===== src/rtl/outdata.sv =====
// outdata: transmit-side serializer for the FP multiplier datapath.
// Takes one 8*NUM_BYTES-bit word on a DataValid strobe and sends it
// as NUM_BYTES bytes, most significant byte first, over a valid/ready
// byte interface toward the UART transmitter.
//
// Ports:
//   clk        rising-edge clock
//   rst        synchronous active-high reset
//   DataValid  one-cycle strobe qualifying Result (honoured when in_ready=1)
//   Result     word to send, sampled on the accepting edge
//   in_ready   1 while idle and able to accept a word
//   tx_data    current byte
//   tx_valid   tx_data valid, held until accepted
//   tx_ready   downstream accepts a byte on tx_valid & tx_ready
//   tx_last    1 while the final byte of a word is presented
//   done       one-cycle pulse after the last byte is accepted
//   overrun    sticky: DataValid arrived while busy
module outdata #(
    parameter int unsigned NUM_BYTES = 4
) (
    input  logic                   clk,
    input  logic                   rst,
    input  logic                   DataValid,
    input  logic [8*NUM_BYTES-1:0] Result,
    output logic                   in_ready,
    output logic [7:0]             tx_data,
    output logic                   tx_valid,
    input  logic                   tx_ready,
    output logic                   tx_last,
    output logic                   done,
    output logic                   overrun
);

    localparam int unsigned W     = 8 * NUM_BYTES;
    localparam int unsigned IDX_W = (NUM_BYTES > 1) ? $clog2(NUM_BYTES) : 1;
    localparam logic [IDX_W-1:0] LAST_IDX = IDX_W'(NUM_BYTES - 1);

    typedef enum logic {
        IDLE = 1'b0,
        SEND = 1'b1
    } state_t;

    state_t           state_q,    state_d;
    logic [IDX_W-1:0] idx_q,      idx_d;
    logic [W-1:0]     shift_q,    shift_d;
    logic [7:0]       tx_data_q,  tx_data_d;
    logic             tx_valid_q, tx_valid_d;
    logic             tx_last_q,  tx_last_d;
    logic             done_q,     done_d;
    logic             overrun_q,  overrun_d;

    // State and output registers
    always_ff @(posedge clk) begin
        if (rst) begin
            state_q    <= IDLE;
            idx_q      <= '0;
            shift_q    <= '0;
            tx_data_q  <= '0;
            tx_valid_q <= 1'b0;
            tx_last_q  <= 1'b0;
            done_q     <= 1'b0;
            overrun_q  <= 1'b0;
        end else begin
            state_q    <= state_d;
            idx_q      <= idx_d;
            shift_q    <= shift_d;
            tx_data_q  <= tx_data_d;
            tx_valid_q <= tx_valid_d;
            tx_last_q  <= tx_last_d;
            done_q     <= done_d;
            overrun_q  <= overrun_d;
        end
    end

    // Next-state and next-output logic
    always_comb begin
        state_d    = state_q;
        idx_d      = idx_q;
        shift_d    = shift_q;
        tx_data_d  = tx_data_q;
        tx_valid_d = tx_valid_q;
        tx_last_d  = tx_last_q;
        done_d     = 1'b0;
        overrun_d  = overrun_q;

        case (state_q)
            IDLE: begin
                if (DataValid) begin
                    state_d    = SEND;
                    shift_d    = Result;
                    idx_d      = '0;
                    tx_data_d  = Result[W-1 -: 8];
                    tx_valid_d = 1'b1;
                    tx_last_d  = 1'b0;
                end
            end
            SEND: begin
                // Any strobe while busy is dropped, including the final-accept cycle
                if (DataValid) begin
                    overrun_d = 1'b1;
                end
                if (tx_ready) begin
                    if (idx_q == LAST_IDX) begin
                        state_d    = IDLE;
                        idx_d      = '0;
                        tx_valid_d = 1'b0;
                        tx_last_d  = 1'b0;
                        done_d     = 1'b1;
                    end else begin
                        // Shift so the next byte always sits in the top lane
                        idx_d     = idx_q + IDX_W'(1);
                        shift_d   = shift_q << 8;
                        tx_data_d = shift_q[W-9 -: 8];
                        tx_last_d = (idx_d == LAST_IDX);
                    end
                end
            end
            default: begin
                state_d = IDLE;
            end
        endcase
    end

    assign in_ready = (state_q == IDLE);
    assign tx_data  = tx_data_q;
    assign tx_valid = tx_valid_q;
    assign tx_last  = tx_last_q;
    assign done     = done_q;
    assign overrun  = overrun_q;

endmodule


===== config.mk =====
export PLATFORM = sky130hd
export DESIGN_NAME = outdata
export DESIGN_NICKNAME = d
export VERILOG_FILES = /design/src/rtl/outdata.sv
export SDC_FILE = /design/constraint.sdc
export NUM_CORES = 1
export LEC_CHECK = 0
export BUFFER_PORTS_ARGS = -buffer_cell sky130_fd_sc_hd__buf_2
export CORE_ASPECT_RATIO = 0.5
export CORE_MARGIN = 10
export CORE_UTILIZATION = 35
export DETAILED_ROUTE_END_ITERATION = 12
export PLACE_DENSITY = 0.62
export SYNTH_ARGS = -nofsm -noshare
export SYNTH_HDL_FRONTEND = slang
export SYNTH_SLANG_ARGS = --single-unit

===== constraint.sdc =====
create_clock -name clk -period 3.51 [get_ports clk]
set_input_delay 1.053 -clock clk [delete_from_list [all_inputs] [get_ports clk]]
set_output_delay 1.053 -clock clk [all_outputs]
set_load 0.03 [all_outputs]

==> flow_metrics.env, run 1 <==
export IMPL_pins_over_their_slew_limit=0
export IMPL_drtIter0Drc=68
export IMPL_finalCriticalPeriod_ns=2.317
export IMPL_synth_top_family_by_area="compound AO/OA/AOI/OAI gates"
export IMPL_vias_per_cell=4.851
export IMPL_fp_dieArea_sq_mm=0.008430
export IMPL_synthXorXnorAreaFrac_pct=0
export IMPL_cts_made_buffers=5
export IMPL_detail_route_wirelength_um=4199
export IMPL_net_switching_power_w=0.0002860
export IMPL_met2_usage_pct=14.56
export IMPL_layout_nets=242
export IMPL_remaining_drc_errors=0
export IMPL_rsz_0062_raised_after_global_routing="no"
export IMPL_share_of_the_synthesized_area_in_the_top_cell_type_pct=44.41
export IMPL_synth_sequential_area_ratio_pct=44.41
export IMPL_cts_hold_repair_buffers=0
export IMPL_antenna_found_initial=0
export IMPL_worstSetupStartpointType="input pin"
export IMPL_max_freq_mhz=431.6
export IMPL_synth_area_sq_mm=0.001758
export IMPL_clock_root_buffer="sky130_fd_sc_hd__clkbuf_8"
export IMPL_fin_total_pwr_w=0.001026
export IMPL_worst_slack_ns=1.193
export IMPL_grtUsageTotal_pct=9.985
export IMPL_drtAntennaViolNets=0
export IMPL_ir_worst_vdd_mv=0.1945
export IMPL_pwr_share_seq_pct=49.1
export IMPL_dp_slack_ns=0.8878
export IMPL_placed_cells_incl_taps=267
export IMPL_clockBufferDepth=2
export IMPL_detailroute_via_count=1334
export IMPL_ys_seq_elements=39
export IMPL_antenna_cells=0
export IMPL_report_final_setup_viol=0
export IMPL_tightestPinTransition_ns=0.6258
export IMPL_critical_path_peak_fanout=16
export IMPL_cellLeakagePower_nw=0.8697
export IMPL_average_wire_length_per_cell_after_detail_routing_um=15.27
export IMPL_post_synth_and_or_nand_nor_area_fraction_pct=10.96
export IMPL_synth_largest_area_cell="sky130_fd_sc_hd__dfxtp_1"
export IMPL_timing_critical_path_required_ns=3.74
export IMPL_largest_net_degree_at_the_start_of_global_routing=32
export IMPL_synth_enable_flop_cells=0
export IMPL_finish_cell_count_without_fillers=275
export IMPL_routabilityCongestion=0.7572
export IMPL_die_h_um=70.12
export IMPL_fin_crit_sh_pct=66.01
export IMPL_row_count=18
export IMPL_grt_remaining_overflow=0
export IMPL_numPortBuffers=48
export IMPL_cts_repair_resize_count=0
export IMPL_synth_flop_cell="sky130_fd_sc_hd__dfxtp_1"
export IMPL_swShare_pct=27.87
export IMPL_synth_compound_gate_area_share_pct=22.42
export IMPL_fill_cells=497
export IMPL_power_per_cell_area_mw_per_mm2=484.1
export IMPL_pwr_share_clk_pct=32.3
export IMPL_numClockSinks=39
export IMPL_met1_grt_util_pct=12.81
export IMPL_core_sq_mm=0.004887
export IMPL_die_x_um=120.2
export IMPL_clk_insertion_delay_late_ns=0.29
export IMPL_synthesis_area_per_instance_sq_um=10.85
export IMPL_global_route_usage_met3_pct=3.208
export IMPL_power_share_combinational_pct=18.6
export IMPL_first_global_vias=1318
export IMPL_internal_power_w=0.0007401
export IMPL_synthesis_nets=200
export IMPL_io_pins=49
export IMPL_post_route_cells_drive_above_1_share_pct=40.49
export IMPL_postSynthCellCount=162
export IMPL_cts_htree_levels=2
export IMPL_initial_core_util_pct=35.97
export IMPL_worstHoldPathType="reg -> reg"
export IMPL_post_route_cell_area_sq_mm=0.002120
export IMPL_setup_worst_path_end_class="register"
export IMPL_grt_pass1_wl_um=6789
export IMPL_place_hpwl_um=3065
export IMPL_worstPathArrival_ns=2.55
export IMPL_placement_cell_area_sq_mm=0.002019
export IMPL_cts_tree="built"
export IMPL_timing_worst_setup_path_type="in -> reg"
export IMPL_worst_skew_ns=0.004849
export IMPL_area_growth_syn_to_layout_pct=20.57
export IMPL_post_cts_setup_buffers=0
export IMPL_drtPass1Iterations=4
export IMPL_result_of_the_run="completed"
export IMPL_final_hold_violation_count=0
export IMPL_async_reset_ff_share_pct=0
export IMPL_yosysWarnings=0
export IMPL_path_clk_slew_ns=0.07
export IMPL_maxCapViolations=0
export IMPL_setup_tns_final_ns=0
export IMPL_maxSlewHeadroom_pct=58.09
export IMPL_synth_lib_cells_used_distinct=23
export IMPL_post_synth_fa_ha_maj_area_fraction_pct=1.423
export IMPL_synth_area_mux_share_pct=14.23
export IMPL_globalRoute_busiestLayer="met2"
export IMPL_synthTopCellsByArea="sky130_fd_sc_hd__dfxtp_1, sky130_fd_sc_hd__a211oi_2, sky130_fd_sc_hd__mux2i_1, sky130_fd_sc_hd__nor3_1, sky130_fd_sc_hd__a22o_1"
==> power groups by stage <==
stage          logic (W)  clock network [W]  registers (W)
6_report        0.000191           0.000331       0.000504
5_1_grt         0.000210           0.000359       0.000508
4_1_cts         0.000193           0.000340       0.000504
3_5_place_dp    0.000192                  0       0.000515
3_3_place_gp    0.000190                  0       0.000513
2_1_floorplan   0.000133                  0       0.000524
==> cell usage in the layout, fill, tap and decap left out, types with 2 or more instances in the layout <==
cell,count
sky130_fd_sc_hd__nor2_1,7
sky130_fd_sc_hd__ha_1,2
sky130_fd_sc_hd__buf_2,48
sky130_fd_sc_hd__clkbuf_8,7
sky130_fd_sc_hd__a211oi_2,20
sky130_fd_sc_hd__mux2i_1,25
sky130_fd_sc_hd__a22o_1,8
sky130_fd_sc_hd__a211oi_1,5
sky130_fd_sc_hd__nor3_1,24
sky130_fd_sc_hd__dfxtp_1,38
sky130_fd_sc_hd__buf_4,5
sky130_fd_sc_hd__inv_1,2
sky130_fd_sc_hd__a21oi_1,2
==> flip-flops by register name, summed over array words and instances, names as in the netlist <==
register	flops
tx_data	8
tx_last	1
overrun	1
state_q	1
tx_valid	1
idx_q	2
shift_q	24
done	1
==> cell families after synthesis <==
kind of cell | count (synthesis)
compound gates | 38
simple gates | 38
mux | 25
buf+inv | 20
flops | 39
fa+ha+maj | 2
==> final timing paths <==
kind | slack (ns) | depth (start not counted) | start | endpoint
worst max register to register | 1.48 | 4 | state_q | shift_q[18]
worst min-delay path | 0.48 | 1 | shift_q[3] | shift_q[3]
worst min register to register | 0.48 | 1 | shift_q[3] | shift_q[3]
worst max-delay path | 1.19 | 4 | DataValid | shift_q[7]
==> through the flow <==
stage               utilization (%)  hold WS [ns]
floorplan                         -        0.4422
global placement              41.32        0.4560
detailed placement            41.32        0.4606
CTS                           43.37        0.4803
global route                  43.37        0.4939
finish                        43.37        0.4788
==> routing by layer <==
layer | up-vias | share of wire, %
li1 | 684 | -
met1 | 623 | 48
met2 | 21 | 46
met3 | 6 | 4.2
met4 | 0 | 2.1
met5 | - | 0
==> Yosys cell counts, types with 2 or more instances <==
| cell | number |
|---|---|
| sky130_fd_sc_hd__a211oi_1 | 5 |
| sky130_fd_sc_hd__a211oi_2 | 20 |
| sky130_fd_sc_hd__a21oi_1 | 2 |
| sky130_fd_sc_hd__a22o_1 | 8 |
| sky130_fd_sc_hd__buf_2 | 2 |
| sky130_fd_sc_hd__buf_6 | 5 |
| sky130_fd_sc_hd__clkbuf_1 | 10 |
| sky130_fd_sc_hd__dfxtp_1 | 39 |
| sky130_fd_sc_hd__ha_1 | 2 |
| sky130_fd_sc_hd__inv_1 | 2 |
| sky130_fd_sc_hd__mux2i_1 | 25 |
| sky130_fd_sc_hd__nor2_1 | 7 |
| sky130_fd_sc_hd__nor2b_1 | 2 |
| sky130_fd_sc_hd__nor3_1 | 24 |
==> worst max-delay path, cell delays in order <==
cell and delay, ns:
sky130_fd_sc_hd__buf_2 0.11, sky130_fd_sc_hd__nor2b_2 0.54, sky130_fd_sc_hd__nor2b_1 0.59, sky130_fd_sc_hd__a22o_1 0.25
==> layout make-up <==
class | instances | area, sq um | share of cell area, %
inverter | 2 | 7.507 | 0.3542
tap | 70 | 87.58 | 4.132
clock buffer | 8 | 100.1 | 4.723
multi-input combinational | 103 | 864.6 | 40.79
sequential | 39 | 782.0 | 36.89
timing repair buffer | 53 | 277.8 | 13.11
(Power assumes the default switching activity.)
==> run 2: changes to the inputs <==
- ABC_AREA: default -> 1
- PLACE_DENSITY: 0.62 -> 0.64
- clock period: 3.51 -> 2 ns (I/O delays scaled with it)
==> flow_metrics.env, run 2 <==
export IMPL_postSynthCellCount=278
export IMPL_die_x_um=121.8
export IMPL_max_freq_mhz=546.8
export IMPL_worst_slack_ns=0.1712
export IMPL_io_pins=49
export IMPL_worst_skew_ns=0.003407
export IMPL_crit_path_max_incr_delay_ns=0.51
export IMPL_synth_lib_cells_used_distinct=19
export IMPL_worst_r2r_setup_slack_ns=0.53
export IMPL_synth_sequential_area_ratio_pct=43.09
export IMPL_registers_top_by_ff_count="shift_q"
export IMPL_average_wire_length_per_cell_after_detail_routing_um=10.59
export IMPL_min_delay_worst_endpoint="tx_last"
export IMPL_tightestPinTransition_ns=0.3132
export IMPL_timing_critical_path_required_ns=1.40
export IMPL_die_h_um=70.88
export IMPL_core_sq_mm=0.004955
export IMPL_layout_commonest_cell="sky130_fd_sc_hd__nand2_1"
export IMPL_timing_critical_path_buf_inv=2
export IMPL_grtUsageTotal_pct=9.533
export IMPL_synthTopCellsByArea="sky130_fd_sc_hd__dfxtp_1, sky130_fd_sc_hd__nand2_1, sky130_fd_sc_hd__nor2_1, sky130_fd_sc_hd__and2_0, sky130_fd_sc_hd__a21oi_1"
export IMPL_antenna_cells=0
export IMPL_largest_net_degree_at_the_start_of_global_routing=49
export IMPL_worstHoldPathType="reg -> reg"
export IMPL_ordered_cell_list_for_the_critical_path="inv_2 -> buf_2"
export IMPL_first_global_vias=1604
export IMPL_post_cts_setup_buffers=0
export IMPL_async_reset_ff_share_pct=0
export IMPL_drtIter0Drc=60
export IMPL_synth_most_common_cell="sky130_fd_sc_hd__nand2_1"
export IMPL_largest_register_ffs=24
export IMPL_cts_tree="built"
export IMPL_ys_seq_elements=39
export IMPL_layout_nets=362
export IMPL_synth_enable_flop_cells=0
export IMPL_setup_tns_final_ns=0
export IMPL_dp_slack_ns=0.4783
export IMPL_netlist_top_cells_count="sky130_fd_sc_hd__nand2_1, sky130_fd_sc_hd__nor2_1, sky130_fd_sc_hd__dfxtp_1, sky130_fd_sc_hd__and2_0, sky130_fd_sc_hd__a21oi_1"
export IMPL_worstHoldPathCells=2
export IMPL_worst_r2r_path_depth=5
export IMPL_yosysWarnings=0
export IMPL_synth_largest_area_cell="sky130_fd_sc_hd__dfxtp_1"
export IMPL_fill_cells=554
export IMPL_fp_dieArea_sq_mm=0.008629
export IMPL_initial_core_util_pct=36.57
export IMPL_result_of_the_run="completed"
export IMPL_cts_htree_levels=2
export IMPL_layout_common_cells="sky130_fd_sc_hd__nand2_1, sky130_fd_sc_hd__nor2_1, sky130_fd_sc_hd__buf_2"
export IMPL_power_per_cell_area_mw_per_mm2=777.6
export IMPL_maxCapViolations=0
export IMPL_share_of_the_synthesized_area_in_the_top_cell_type_pct=43.09
export IMPL_cts_repair_resize_count=0
export IMPL_crit_family="flip-flops"
export IMPL_timing_worst_setup_path_type="reg -> out"
export IMPL_final_hold_violation_count=0
export IMPL_grt_remaining_overflow=0
export IMPL_maxSlewHeadroom_pct=79.09
export IMPL_ir_worst_vdd_mv=0.2673
export IMPL_finalCriticalPeriod_ns=1.829
export IMPL_post_route_cells_drive_above_1_share_pct=19.69
export IMPL_synth_flop_cell="sky130_fd_sc_hd__dfxtp_1"
export IMPL_row_count=18
export IMPL_clockBufferDepth=2
export IMPL_setup_worst_path_end_class="primary output"
export IMPL_grt_pass1_wl_um=6893
export IMPL_hold_path_startpoint="tx_last"
export IMPL_area_growth_syn_to_layout_pct=21.20
export IMPL_rr_endpoint="shift_q[3]"
export IMPL_pins_over_their_slew_limit=0
export IMPL_crit_path_top_delay_cell="sky130_fd_sc_hd__dfxtp_1"
export IMPL_worstSetupStartpointType="register"
export IMPL_numPortBuffers=48
export IMPL_reg2reg_from="state_q"
export IMPL_critical_path_peak_fanout=18
export IMPL_numClockSinks=39
export IMPL_rsz_0062_raised_after_global_routing="no"
export IMPL_layout_area_seq_sq_um=780.7
export IMPL_synthesis_area_per_instance_sq_um=6.517
export IMPL_cts_hold_repair_buffers=0
export IMPL_drtPass1Iterations=5
export IMPL_synthesis_nets=316
export IMPL_cts_made_buffers=5
export IMPL_path_clk_slew_ns=0.07
export IMPL_fin_crit_sh_pct=91.44
export IMPL_clock_root_buffer="sky130_fd_sc_hd__clkbuf_8"
export IMPL_report_final_setup_viol=0
export IMPL_multi_input_comb_area_sq_um=934.6
export IMPL_drtAntennaViolNets=0
export IMPL_detail_route_wirelength_um=4183
export IMPL_antenna_found_initial=0
export IMPL_worstPathArrival_ns=1.23
export IMPL_remaining_drc_errors=0
export IMPL_vias_per_cell=4.248
export IMPL_routabilityCongestion=0.7497
export IMPL_clk_insertion_delay_late_ns=0.29
export IMPL_place_hpwl_um=3110
export IMPL_synth_area_sq_mm=0.001812
export IMPL_cellLeakagePower_nw=1.069
export IMPL_detailroute_via_count=1678
run 2: cell types whose count changed in the layout (fill, tap and decap cells not counted), moves of 19 or more:
cell	before	now
sky130_fd_sc_hd__a211oi_2	20	0
sky130_fd_sc_hd__and2_0	0	19
sky130_fd_sc_hd__mux2i_1	25	0
sky130_fd_sc_hd__nand2_1	1	122
sky130_fd_sc_hd__nor2_1	7	54
sky130_fd_sc_hd__nor3_1	24	0
run 2: metal layers:
layer,GRT usage (%),wire length (um),vias to the layer above
li1,-,-,932
met1,11.00,2006,713
met2,15.56,1859,28
met3,3.880,273,5
met4,3.548,43,0
met5,0,0,-
run 2: worst max-delay path by stage:
stage          startpoint          end  slack, ns  cells after the start
6_report          state_q     in_ready       0.17                      2
3_3_place_gp     tx_ready  shift_q[11]       0.52                      7
3_5_place_dp      state_q     in_ready       0.48                      2
5_1_grt           state_q     in_ready       0.09                      2
4_1_cts           state_q     in_ready       0.15                      2
2_1_floorplan     state_q     in_ready       0.73                      2
run 2: worst reg2reg max path, delay by kind of cell (launching register included):
family | cells | cell delay [ns]
DFF | 1 | 0.51
buffers and inverters | 2 | 0.46
AOI/OAI and AO/OA | 1 | 0.07
and+or+nand+nor | 2 | 0.32
run 2: cell families (layout without fill, tap and decap cells):
kind of cell    Yosys count  count (layout)  share of synthesized area [%]
buf+inv                  20              67                          5.731
simple gates            203             203                          45.72
flops                    39              39                          43.09
compound gates           14              14                          4.075
fa+ha+maj                 2               2                          1.381
run 2: layout make-up:
| cell class | instances | share of cell area [%] |
|---|---|---|
| sequential | 39 | 35.56 |
| multi-input combinational | 219 | 42.56 |
| clock inverter | 3 | 0.6838 |
| tap | 70 | 3.989 |
| inverter | 7 | 1.197 |
| timing repair buffer | 52 | 12.88 |
| clock buffer | 5 | 3.134 |
run 2: power by group:
group          internal, W  switching [W]
registers         0.000837      0.0000328
clock network     0.000239       0.000273
logic             0.000127       0.000199
total              0.00120       0.000505
run 2: metrics by stage:
stage	cell area, sq um	cells	utilization, %	power [W]	hold slack [ns]
after floorplan	1812	278	-	0.001122	0.4412
after global placement	2112	387	42.63	0.001210	0.4488
after detailed placement	2112	387	42.63	0.001218	0.4558
after CTS	2196	395	44.32	0.001729	0.4675
after global routing	2196	395	44.32	0.001812	0.4911
final	2196	395	44.32	0.001707	0.4611
